$ cat src/rtl/ddr3_pkg.sv
// Shared DDR3 controller types: command enum, timing defaults, pin struct.
package ddr3_pkg;

  typedef enum logic [2:0] {
    CMD_NOP       = 3'd0,
    CMD_REFRESH   = 3'd1,
    CMD_ACTIVATE  = 3'd2,
    CMD_READ      = 3'd3,
    CMD_WRITE     = 3'd4,
    CMD_PRECHARGE = 3'd5
  } ddr3_cmd_t;

  localparam int unsigned tRFC_CYCLES = 10;
  localparam int unsigned tRCD_CYCLES = 6;
  localparam int unsigned tRP_CYCLES  = 6;
  localparam int unsigned tCCD_CYCLES = 4;

  localparam int unsigned GUARD_W = 6;

  typedef struct packed {
    logic cs_n;
    logic ras_n;
    logic cas_n;
    logic we_n;
  } cmd_pins_t;

  typedef enum logic {
    ST_READY,
    ST_GUARD
  } guard_state_t;

  localparam cmd_pins_t PINS_DESELECT = '1;

  function automatic cmd_pins_t cmd_to_pins(input ddr3_cmd_t c);
    case (c)
      CMD_ACTIVATE:  return 4'b0011;
      CMD_READ:      return 4'b0101;
      CMD_WRITE:     return 4'b0100;
      CMD_PRECHARGE: return 4'b0010;
      CMD_REFRESH:   return 4'b0001;
      default:       return 4'b0111;
    endcase
  endfunction

endpackage

$ cat src/rtl/ddr3_cmd_guard_timer.sv
// Minimum-spacing guard counter: loads on issue, counts down to zero and holds.
module ddr3_cmd_guard_timer
  import ddr3_pkg::*;
#(
  parameter int unsigned W = GUARD_W
) (
  input  logic         clk,
  input  logic         rst,
  input  logic         i_load,
  input  logic [W-1:0] i_load_val,
  output logic         o_zero
);

  logic [W-1:0] r_count;

  always_ff @(posedge clk) begin
    if (rst) begin
      r_count <= '0;
    end else if (i_load) begin
      r_count <= i_load_val;
    end else if (r_count != '0) begin
      r_count <= r_count - 1'b1;
    end
  end

  assign o_zero = (r_count == '0);

endmodule

$ cat src/rtl/ddr3_cmd_gen.sv
// DDR3 command generator: refresh-priority arbitration, spacing guard, registered pins.
// Optional DDR3_CMD_STATS_EN adds stat_ref_count / stat_cmd_count outputs.
module ddr3_cmd_gen
  import ddr3_pkg::*;
#(
  parameter int unsigned BANK_W = 3,
  parameter int unsigned ADDR_W = 14,
  parameter int unsigned COL_W  = 10,
  parameter int unsigned T_RCD  = tRCD_CYCLES,
  parameter int unsigned T_RP   = tRP_CYCLES,
  parameter int unsigned T_CCD  = tCCD_CYCLES,
  parameter int unsigned T_RFC  = tRFC_CYCLES
) (
  input  logic              clk,
  input  logic              rst,
  input  logic              refresh_cmd_valid,
  input  ddr3_cmd_t         refresh_req,
  input  logic              bank_cmd_valid,
  input  ddr3_cmd_t         bank_cmd,
  input  logic [BANK_W-1:0] bank_ba,
  input  logic [ADDR_W-1:0] bank_row,
  input  logic [COL_W-1:0]  bank_col,
  output logic              bank_cmd_ready,
  output logic              refresh_ack,
  output logic              ddr_cs_n,
  output logic              ddr_ras_n,
  output logic              ddr_cas_n,
  output logic              ddr_we_n,
  output logic [BANK_W-1:0] ddr_ba,
  output logic [ADDR_W-1:0] ddr_addr
`ifdef DDR3_CMD_STATS_EN
  ,
  output logic [15:0]       stat_ref_count,
  output logic [15:0]       stat_cmd_count
`endif
);

  if (T_RCD < 1 || T_RCD > 64 || T_RP < 1 || T_RP > 64 ||
      T_CCD < 1 || T_CCD > 64 || T_RFC < 1 || T_RFC > 64) begin : g_bad_timing
    $error("ddr3_cmd_gen: T_* parameters must lie in 1..64");
  end

  localparam logic [GUARD_W-1:0] LD_RCD = GUARD_W'(T_RCD - 1);
  localparam logic [GUARD_W-1:0] LD_RP  = GUARD_W'(T_RP - 1);
  localparam logic [GUARD_W-1:0] LD_CCD = GUARD_W'(T_CCD - 1);
  localparam logic [GUARD_W-1:0] LD_RFC = GUARD_W'(T_RFC - 1);

  logic               w_zero;
  guard_state_t       w_state;
  logic               w_issue_ref;
  logic               w_issue_bank;
  logic               w_load;
  logic [GUARD_W-1:0] w_load_val;
  logic               w_cmd_issued;
  cmd_pins_t          w_pins;
  logic [BANK_W-1:0]  w_ba;
  logic [ADDR_W-1:0]  w_addr;

  cmd_pins_t          r_pins;
  logic [BANK_W-1:0]  r_ba;
  logic [ADDR_W-1:0]  r_addr;
  logic               r_ack;
  logic               r_ref_pending;

  ddr3_cmd_guard_timer #(.W(GUARD_W)) u_guard (
    .clk        (clk),
    .rst        (rst),
    .i_load     (w_load),
    .i_load_val (w_load_val),
    .o_zero     (w_zero)
  );

  // The guard counter itself is the state register; READY simply means it has drained.
  assign w_state        = w_zero ? ST_READY : ST_GUARD;
  assign w_issue_ref    = (w_state == ST_READY) & (refresh_cmd_valid | r_ref_pending) & ~rst;
  assign bank_cmd_ready = (w_state == ST_READY) & ~r_ref_pending & ~refresh_cmd_valid & ~rst;
  assign w_issue_bank   = bank_cmd_ready & bank_cmd_valid;

  always_comb begin
    w_pins       = cmd_to_pins(CMD_NOP);
    w_ba         = '0;
    w_addr       = '0;
    w_load       = 1'b0;
    w_load_val   = '0;
    w_cmd_issued = 1'b0;
    if (w_issue_ref) begin
      w_pins       = cmd_to_pins(CMD_REFRESH);
      w_load       = 1'b1;
      w_load_val   = LD_RFC;
      w_cmd_issued = 1'b1;
    end else if (w_issue_bank) begin
      case (bank_cmd)
        CMD_ACTIVATE: begin
          w_pins       = cmd_to_pins(CMD_ACTIVATE);
          w_ba         = bank_ba;
          w_addr       = bank_row;
          w_load       = 1'b1;
          w_load_val   = LD_RCD;
          w_cmd_issued = 1'b1;
        end
        CMD_READ, CMD_WRITE: begin
          w_pins       = cmd_to_pins(bank_cmd);
          w_ba         = bank_ba;
          w_addr       = ADDR_W'(bank_col);
          w_addr[10]   = 1'b0;
          w_load       = 1'b1;
          w_load_val   = LD_CCD;
          w_cmd_issued = 1'b1;
        end
        CMD_PRECHARGE: begin
          w_pins       = cmd_to_pins(CMD_PRECHARGE);
          w_ba         = bank_ba;
          w_addr[10]   = 1'b1;
          w_load       = 1'b1;
          w_load_val   = LD_RP;
          w_cmd_issued = 1'b1;
        end
        default: ;
      endcase
    end
  end

  always_ff @(posedge clk) begin
    if (rst) begin
      r_pins        <= PINS_DESELECT;
      r_ba          <= '0;
      r_addr        <= '0;
      r_ack         <= 1'b0;
      r_ref_pending <= 1'b0;
    end else begin
      r_pins <= w_pins;
      r_ba   <= w_ba;
      r_addr <= w_addr;
      r_ack  <= w_issue_ref;
      if (w_issue_ref)            r_ref_pending <= 1'b0;
      else if (refresh_cmd_valid) r_ref_pending <= 1'b1;
    end
  end

  assign ddr_cs_n    = r_pins.cs_n;
  assign ddr_ras_n   = r_pins.ras_n;
  assign ddr_cas_n   = r_pins.cas_n;
  assign ddr_we_n    = r_pins.we_n;
  assign ddr_ba      = r_ba;
  assign ddr_addr    = r_addr;
  assign refresh_ack = r_ack;

`ifdef DDR3_CMD_STATS_EN
  logic [15:0] r_ref_count;
  logic [15:0] r_cmd_count;

  always_ff @(posedge clk) begin
    if (rst) begin
      r_ref_count <= '0;
      r_cmd_count <= '0;
    end else begin
      if (w_issue_ref)  r_ref_count <= r_ref_count + 16'd1;
      if (w_cmd_issued) r_cmd_count <= r_cmd_count + 16'd1;
    end
  end

  assign stat_ref_count = r_ref_count;
  assign stat_cmd_count = r_cmd_count;
`endif

  a_refresh_req_kind: assert property (@(posedge clk) disable iff (rst)
    refresh_cmd_valid |-> refresh_req == CMD_REFRESH);

endmodule
$ cat config.mk
export PLATFORM = sky130hd
export DESIGN_NAME = ddr3_cmd_gen
export DESIGN_NICKNAME = d
export VERILOG_FILES = /design/src/rtl/ddr3_pkg.sv /design/src/rtl/ddr3_cmd_guard_timer.sv /design/src/rtl/ddr3_cmd_gen.sv
export SDC_FILE = /design/constraint.sdc
export NUM_CORES = 1
export LEC_CHECK = 0
export ABC_AREA = 1
export BUFFER_PORTS_ARGS = -buffer_cell sky130_fd_sc_hd__buf_2
export CAP_MARGIN = 20
export CORE_UTILIZATION = 46
export DETAILED_ROUTE_END_ITERATION = 10
export PLACE_DENSITY_LB_ADDON = 0.1
export SLEW_MARGIN = 15
export SYNTH_ARGS = -nofsm -noshare
export SYNTH_HDL_FRONTEND = slang
export SYNTH_HIERARCHICAL = 1
export SYNTH_SLANG_ARGS = --single-unit
$ cat constraint.sdc
create_clock -name clk -period 3.45 [get_ports clk]
set_input_delay 0 -clock clk [delete_from_list [all_inputs] [get_ports clk]]
set_output_delay 0 -clock clk [all_outputs]
set_load 0.02 [all_outputs]
==> metrics.md, run 1 <==
| Metric | Value |
|---|---|
| Status | `completed` |
| HP Class | `primary input to register` |
| Starting density of the core | `49.8%` |
| Vias | `1358` |
| Largest net degree at the start of global routing | `14` |
| Comb pwr share | `40.4%` |
| Internal | `around 0.74 mW` |
| Final Util | `77.2%` |
| RSZ-0062 raised after global routing | `no` |
| Register share of total power | `35.4%` |
| CP max-delay cell | `dfxtp_1` |
| Slew Limit Fails | `0` |
| Via-to-Cell Ratio | `4.70` |
| Syn avg cell area | `about 7.6 um^2` |
| WHS Path Cells | `5` |
| Synth top area share | `46.3%` |
| Top cells by area, synth | `dfxtp_1 46%, nand2_1 12%, inv_1 6.9%` |
| XOR/XNOR share of the synthesized area | `0.698%` |
| Critical path data required time | `roughly 3.7 ns` |
| WP depth | `14` |
| Net Switching | `0.443 mW` |
| Detailed-placement wirelength estimate | `2080 um` |
| Core box area | `between 0.002 and 0.003 mm^2` |
| Pre-antenna DRT Iters | `4` |
| Initial antenna violation count | `0` |
| Die area | `0.00294 mm^2` |
| Distinct cells, synth | `22` |
| Port bufs | `56` |
| H-tree depth | `2` |
| CTS root buf | `clkbuf_4` |
| Grt total ovfl | `0` |
| Area Overhead vs Synth | `55.1%` |
| Post-synthesis compound-gate area fraction | `between 6 and 7%` |
| Fin. Hold Viols | `0` |
| DRT iter0 DRCs | `20` |
| VDD IR max | `0.000559 V` |
| Yosys warns | `6` |
| Pwr Density | `609 mW/mm^2` |
| Total Nets Final | `slightly below 300` |
| Post-route ant nets | `0` |
| Most frequent cells in the layout | `56 x buf_2, 41 x nand2_1, 31 x dlygate4sd3_1` |
| Critical Path, Cell by Cell | `inv_1 -> ha_1 -> nand3_1 -> inv_1 -> nand2_2 -> nor2_2 -> nand2_2 -> o21ai_0 -> buf_4 -> inv_2 -> nand4_4 -> clkinv_1 -> nand2_1 -> a21oi_1` |
| Clk slew on worst S/H paths | `0.09 ns` |
| Final Cycle Share | `66.9%` |
| Synthesized-area fraction occupied by adder cells | `~2%` |
| Top sig layer | `met4` |
| Met3 Wirelength | `160 um` |
| Clock Power Share | `24.2%` |
| Crit path max fanout | `13` |
| Gpl congestion | `0.787` |
| GRT Overall Usage | `24.5%` |
| CP arrival | `around 2.5 ns` |
| Final setup viols | `0` |
| Antenna diode count | `0` |
| Yosys reg bits | `29` |
| Total routed wire length on the met1 layer | `~1300 um` |
| Reg2Reg Depth | `14` |
| Later-pin clock latency in the skew report | `approximately 0.32 ns` |
| Num CTS Buffers | `5` |
| Combinational family with the most area after synthesis | `simple AND/OR/NAND/NOR gates` |
| Net Sw Frac | `a little under two fifths` |
| Reg area | `581 um^2` |
| CTS tree | `built` |
| Routed wl met2 | `roughly 1900 um` |
| Mux contribution to synthesized area | `0%` |
| Setup CP Type | `register to register` |
| Worst Hold Slack | `0.0799 ns` |
| Post-Synthesis Cells | `about 170` |
| Setup TNS | `0 ns` |
| Simple-gate share of the synthesized area | `32.8%` |
| Synthesized area | `0.00125 mm^2` |
| I/O Pins | `60` |
| Leakage | `1.04 nW` |
| Tmin final | `2.31 ns` |
| Routed len/inst | `11.9 um` |
| CP peak stage delay | `0.33 ns` |
| Crit end category | `register` |
| Multi-input gate area | `541 um^2` |
| Vias in the first global route | `1272` |
| Synth area leader | `dfxtp_1` |
| First-pass GRT wire length | `4980 um` |
| Skew final | `0.00975 ns` |
| Fill count | `183` |
| Seq/Total Area, Yosys | `46.3%` |
| Top cell family by delay on the critical path | `simple AND/OR/NAND/NOR gates` |
| Max Clk Rate | `0.433 GHz` |
| Clock Sinks | `29` |
| Residual DRC | `0` |
| Commonest non-fill, non-tap cell in the layout | `buf_2` |
| Share of post-route cells with drive strength above 1 | `30.9%` |
| Die W | `54.2 um` |
| Max cap viols | `0` |
| Worst Setup Start Kind | `register` |
| Buffers and inverters on the worst path | `5` |
| Vert. Die Dim | `54.2 um` |
| Row cnt | `18` |
| Max Buffers Root-to-Sink | `2` |
| Drt total wl | `3430 um` |
[what timing repair did]
item	CTS	global route
hold endpoints to repair	23	0
hold buffers	31	0
setup buffers	0	0
resized for setup	0	0
[Yosys cell counts (all sizes together)]
cell type and n:
o21ai 3, inv 27, buf 4, nand3 17
ha 2, nand4 1, nand2 44, nor3 4
dfxtp 29, a21oi 13, o211ai 1, nor3b 1
nor2 17, clkinv 1, xor2 1, conb 1
[layout make-up]
| type | count | area share (%) |
|---|---|---|
| timing repair buffer | 88 | 30.7 |
| clock inverter | 1 | 1.54 |
| multi-input combinational | 106 | 27.8 |
| tap | 30 | 1.93 |
| inverter | 28 | 5.40 |
| clock buffer | 7 | 2.83 |
| sequential | 29 | 29.8 |
[power groups by stage]
| stage | registers, mW | clock network, mW | logic, mW |
|---|---|---|---|
| finish | 0.420 | 0.288 | 0.479 |
| global route | 0.424 | 0.303 | 0.544 |
| CTS | 0.419 | 0.294 | 0.476 |
| detailed placement | 0.426 | 0 | 0.451 |
| global placement | 0.424 | 0 | 0.434 |
| floorplan | 0.438 | 0 | 0.341 |
[state kept, by name, indices dropped and copies added, names as in the netlist]
name,flops
ddr_addr,14
ddr_ba,3
ddr_cas_n,1
ddr_cs_n,1
ddr_ras_n,1
ddr_we_n,1
r_ref_pending,1
refresh_ack,1
u_guard/r_count,6
[metal layers]
| metal | vias to the layer above | track usage [%] |
|---|---|---|
| li1 | 696 | - |
| met1 | 614 | 23.6 |
| met2 | 42 | 47.4 |
| met3 | 6 | 6.67 |
| met4 | 0 | 11.5 |
| met5 | - | 0 |
[cells by family after synthesis]
group / after synthesis
adder cells (fa/ha/maj): 2
AND/OR/NAND/NOR: 84
other: 1
flip-flops: 29
XOR/XNOR: 1
AO/OA/AOI/OAI: 17
buffers and inverters: 32
[through the flow]
stage,setup slack (ns),cell area (um^2),std cells,power (mW)
floorplan,1.31,1260,167,0.779
global placement,1.26,1550,250,0.858
detailed placement,1.20,1550,250,0.878
CTS,1.16,1950,289,1.19
global route,0.951,1950,289,1.27
finish,1.14,1950,289,1.19
[worst paths after layout]
check,startpoint,slack (ns),to
setup / recovery,u_guard/r_count[0],1.14,u_guard/r_count[0]
hold / removal,bank_cmd_valid,0.08,ddr_addr[13]
hold reg to reg,u_guard/r_count[0],0.49,u_guard/r_count[0]
setup reg to reg,u_guard/r_count[0],1.14,u_guard/r_count[0]
[worst min-delay path, stage by stage]
cell	delay, ns
buf_2	0.12
inv_2	0.06
nor3_4	0.07
nand2_2	0.08
nor2_1	0.04
(Power assumes the default switching activity.)
==> run 2: changes to the inputs <==
Settings changed: CORE_UTILIZATION 46 to 41.
Clock period 3.45 ns to 1.95 ns, I/O delays scaled along.
==> metrics.md, run 2 (synthesis results as in run 1) <==
| Metric | Value |
|---|---|
| Failing checks | `DRC` |
| Top cell family by delay on the critical path | `simple AND/OR/NAND/NOR gates` |
| Routing usage on met3 | `8.16%` |
| Final setup viols | `0` |
| Drt total wl | `about 3200 um` |
| Crit path max fanout | `4` |
| Via-to-Cell Ratio | `4.61` |
| CTS root buf | `clkbuf_4` |
| Core box area | `0.00283 mm^2` |
| Die W | `57.3 um` |
| Worst Setup Start Kind | `register` |
| Post-route setup slack | `between 0.15 and 0.2 ns` |
| Final instance area | `0.00197 mm^2` |
| GRT Overall Usage | `21.5%` |
| Tmin final | `1.78 ns` |
| Internal | `1.24 mW` |
| Net Switching | `about 0.8 mW` |
| Setup CP Type | `register to register` |
| Global route hottest layer | `met2` |
| Share of post-route cells with drive strength above 1 | `35.1%` |
| Later-pin clock latency in the skew report | `0.32 ns` |
| Routed len/inst | `10.8 um` |
| Residual DRC | `11` |
| Gpl congestion | `0.790` |
| Die area | `0.00329 mm^2` |
| Status | `finished with violations` |
| Area after DPL | `0.00158 mm^2` |
| Register share of total power | `36.9%` |
| HP Class | `primary input to register` |
| CP arrival | `1.99 ns` |
| Crit end category | `register` |
| H-tree depth | `2` |
| Clock Sinks | `29` |
| Net Sw Frac | `38.7%` |
| Met2 Use GR | `40.0%` |
| Post-route ant nets | `0` |
| DRT iter0 DRCs | `39` |
| Max Clk Rate | `0.562 GHz` |
| Max reg flops | `14` |
| Most frequent cells in the layout | `56 x buf_2, 41 x nand2_1, 30 x dlygate4sd3_1` |
| Pwr Density | `1030 mW/mm^2` |
| Max cap viols | `0` |
| Final Cycle Share | `91.2%` |
| Grt total ovfl | `0` |
| Setup TNS | `0 ns` |
| Leakage | `1.02 nW` |
| Clk slew on worst S/H paths | `0.08 ns` |
| Total Nets Final | `approximately 300` |
| Vias in the first global route | `1334` |
| Critical path data required time | `2.16 ns` |
| Buffers and inverters on the worst path | `3` |
| CTS tree | `built` |
| First-pass GRT wire length | `5260 um` |
| Commonest non-fill, non-tap cell in the layout | `buf_2` |
| Largest net degree at the start of global routing | `13` |
| Port bufs | `56` |
| Detailed-placement wirelength estimate | `a little under 2000 um` |
| CP peak stage delay | `about 0.34 ns` |
| Comb pwr share | `between 40 and 50%` |
| GRT met1 Usage | `20.6%` |
| Max Buffers Root-to-Sink | `2` |
| Worst Hold Slack | `around 0.012 ns` |
| Skew final | `0.00628 ns` |
| Num CTS Buffers | `5` |
| Antenna diode count | `0` |
| Vias | `roughly 1400` |
| Vert. Die Dim | `about 57 um` |
| Clock Power Share | `17.6%` |
| Initial antenna violation count | `0` |
| Pre-CTS setup slack | `0.0477 ns` |
| Fill count | `226` |
| CP max-delay cell | `dfxtp_2` |
| Area Overhead vs Synth | `56.9%` |
| Fin. Hold Viols | `0` |
| Critical Path, Cell by Cell | `inv_2 -> ha_2 -> nand3_1 -> inv_2 -> nand2_2 -> nor2_4 -> nand2_2 -> o21ai_2 -> clkdlybuf4s15_2 -> o21ai_0 -> nand2_1 -> a21oi_1` |
| I/O Pins | `60` |
| Pre-antenna DRT Iters | `7` |
| Starting density of the core | `44.4%` |
| Slew Limit Fails | `0` |
| Row cnt | `19` |
| VDD IR max | `0.000546 V` |
==> run 2: through the flow <==
stage / cells / total power, mW / utilization (%)
after floorplan: 167 / 1.38 / -
after global placement: 254 / 1.55 / 55.9
after detailed placement: 254 / 1.57 / 55.9
after CTS: 291 / 1.98 / 68.4
after global routing: 293 / 2.23 / 69.6
final: 293 / 2.03 / 69.6
==> run 2: worst paths after layout <==
| path | to | cells after the start | slack, ns | startpoint |
|---|---|---|---|---|
| setup reg to reg | u_guard/r_count[0] | 12 | 0.17 | u_guard/r_count[0] |
| hold / removal | ddr_we_n | 4 | 0.01 | bank_cmd_valid |
| hold reg to reg | u_guard/r_count[0] | 2 | 0.48 | u_guard/r_count[0] |
| setup / recovery | u_guard/r_count[0] | 12 | 0.17 | u_guard/r_count[0] |
==> run 2: worst reg2reg max path: cells and delay by family (launching register included) <==
kind,cells,cell delay [ns]
buffers and inverters,3,0.43
adders and majority gates,1,0.18
DFF,1,0.34
and+or+nand+nor,5,0.43
AOI/OAI and AO/OA,3,0.29
==> run 2: layout make-up <==
class / count / area (um^2) / share of cell area (%)
inverter: 28 / 105 / 5.34
clock buffer: 7 / 55.1 / 2.80
timing repair buffer: 92 / 633 / 32.1
tap: 31 / 38.8 / 1.97
sequential: 29 / 582 / 29.5
multi-input combinational: 106 / 556 / 28.2
==> run 2: repair_timing <==
action                                  CTS  global route
setup buffers                             0             1
hold endpoints to repair                 23             0
gates resized for setup                   0             9
hold buffers                             30             0
endpoints found under the setup margin    0             6
==> run 2: routing by layer <==
layer	wire [um]	vias up
li1	-	706
met1	1270	582
met2	1590	52
met3	200	12
met4	103	0
met5	0	-
==> run 2: power by group through the flow <==
stage               Sequential [mW]  Combinational (mW)  Clock [mW]
floorplan                     0.774               0.610           0
global placement              0.753               0.799           0
detailed placement            0.754               0.818           0
CTS                           0.742               0.869       0.373
global route                  0.760                1.07       0.399
finish                        0.750               0.923       0.358
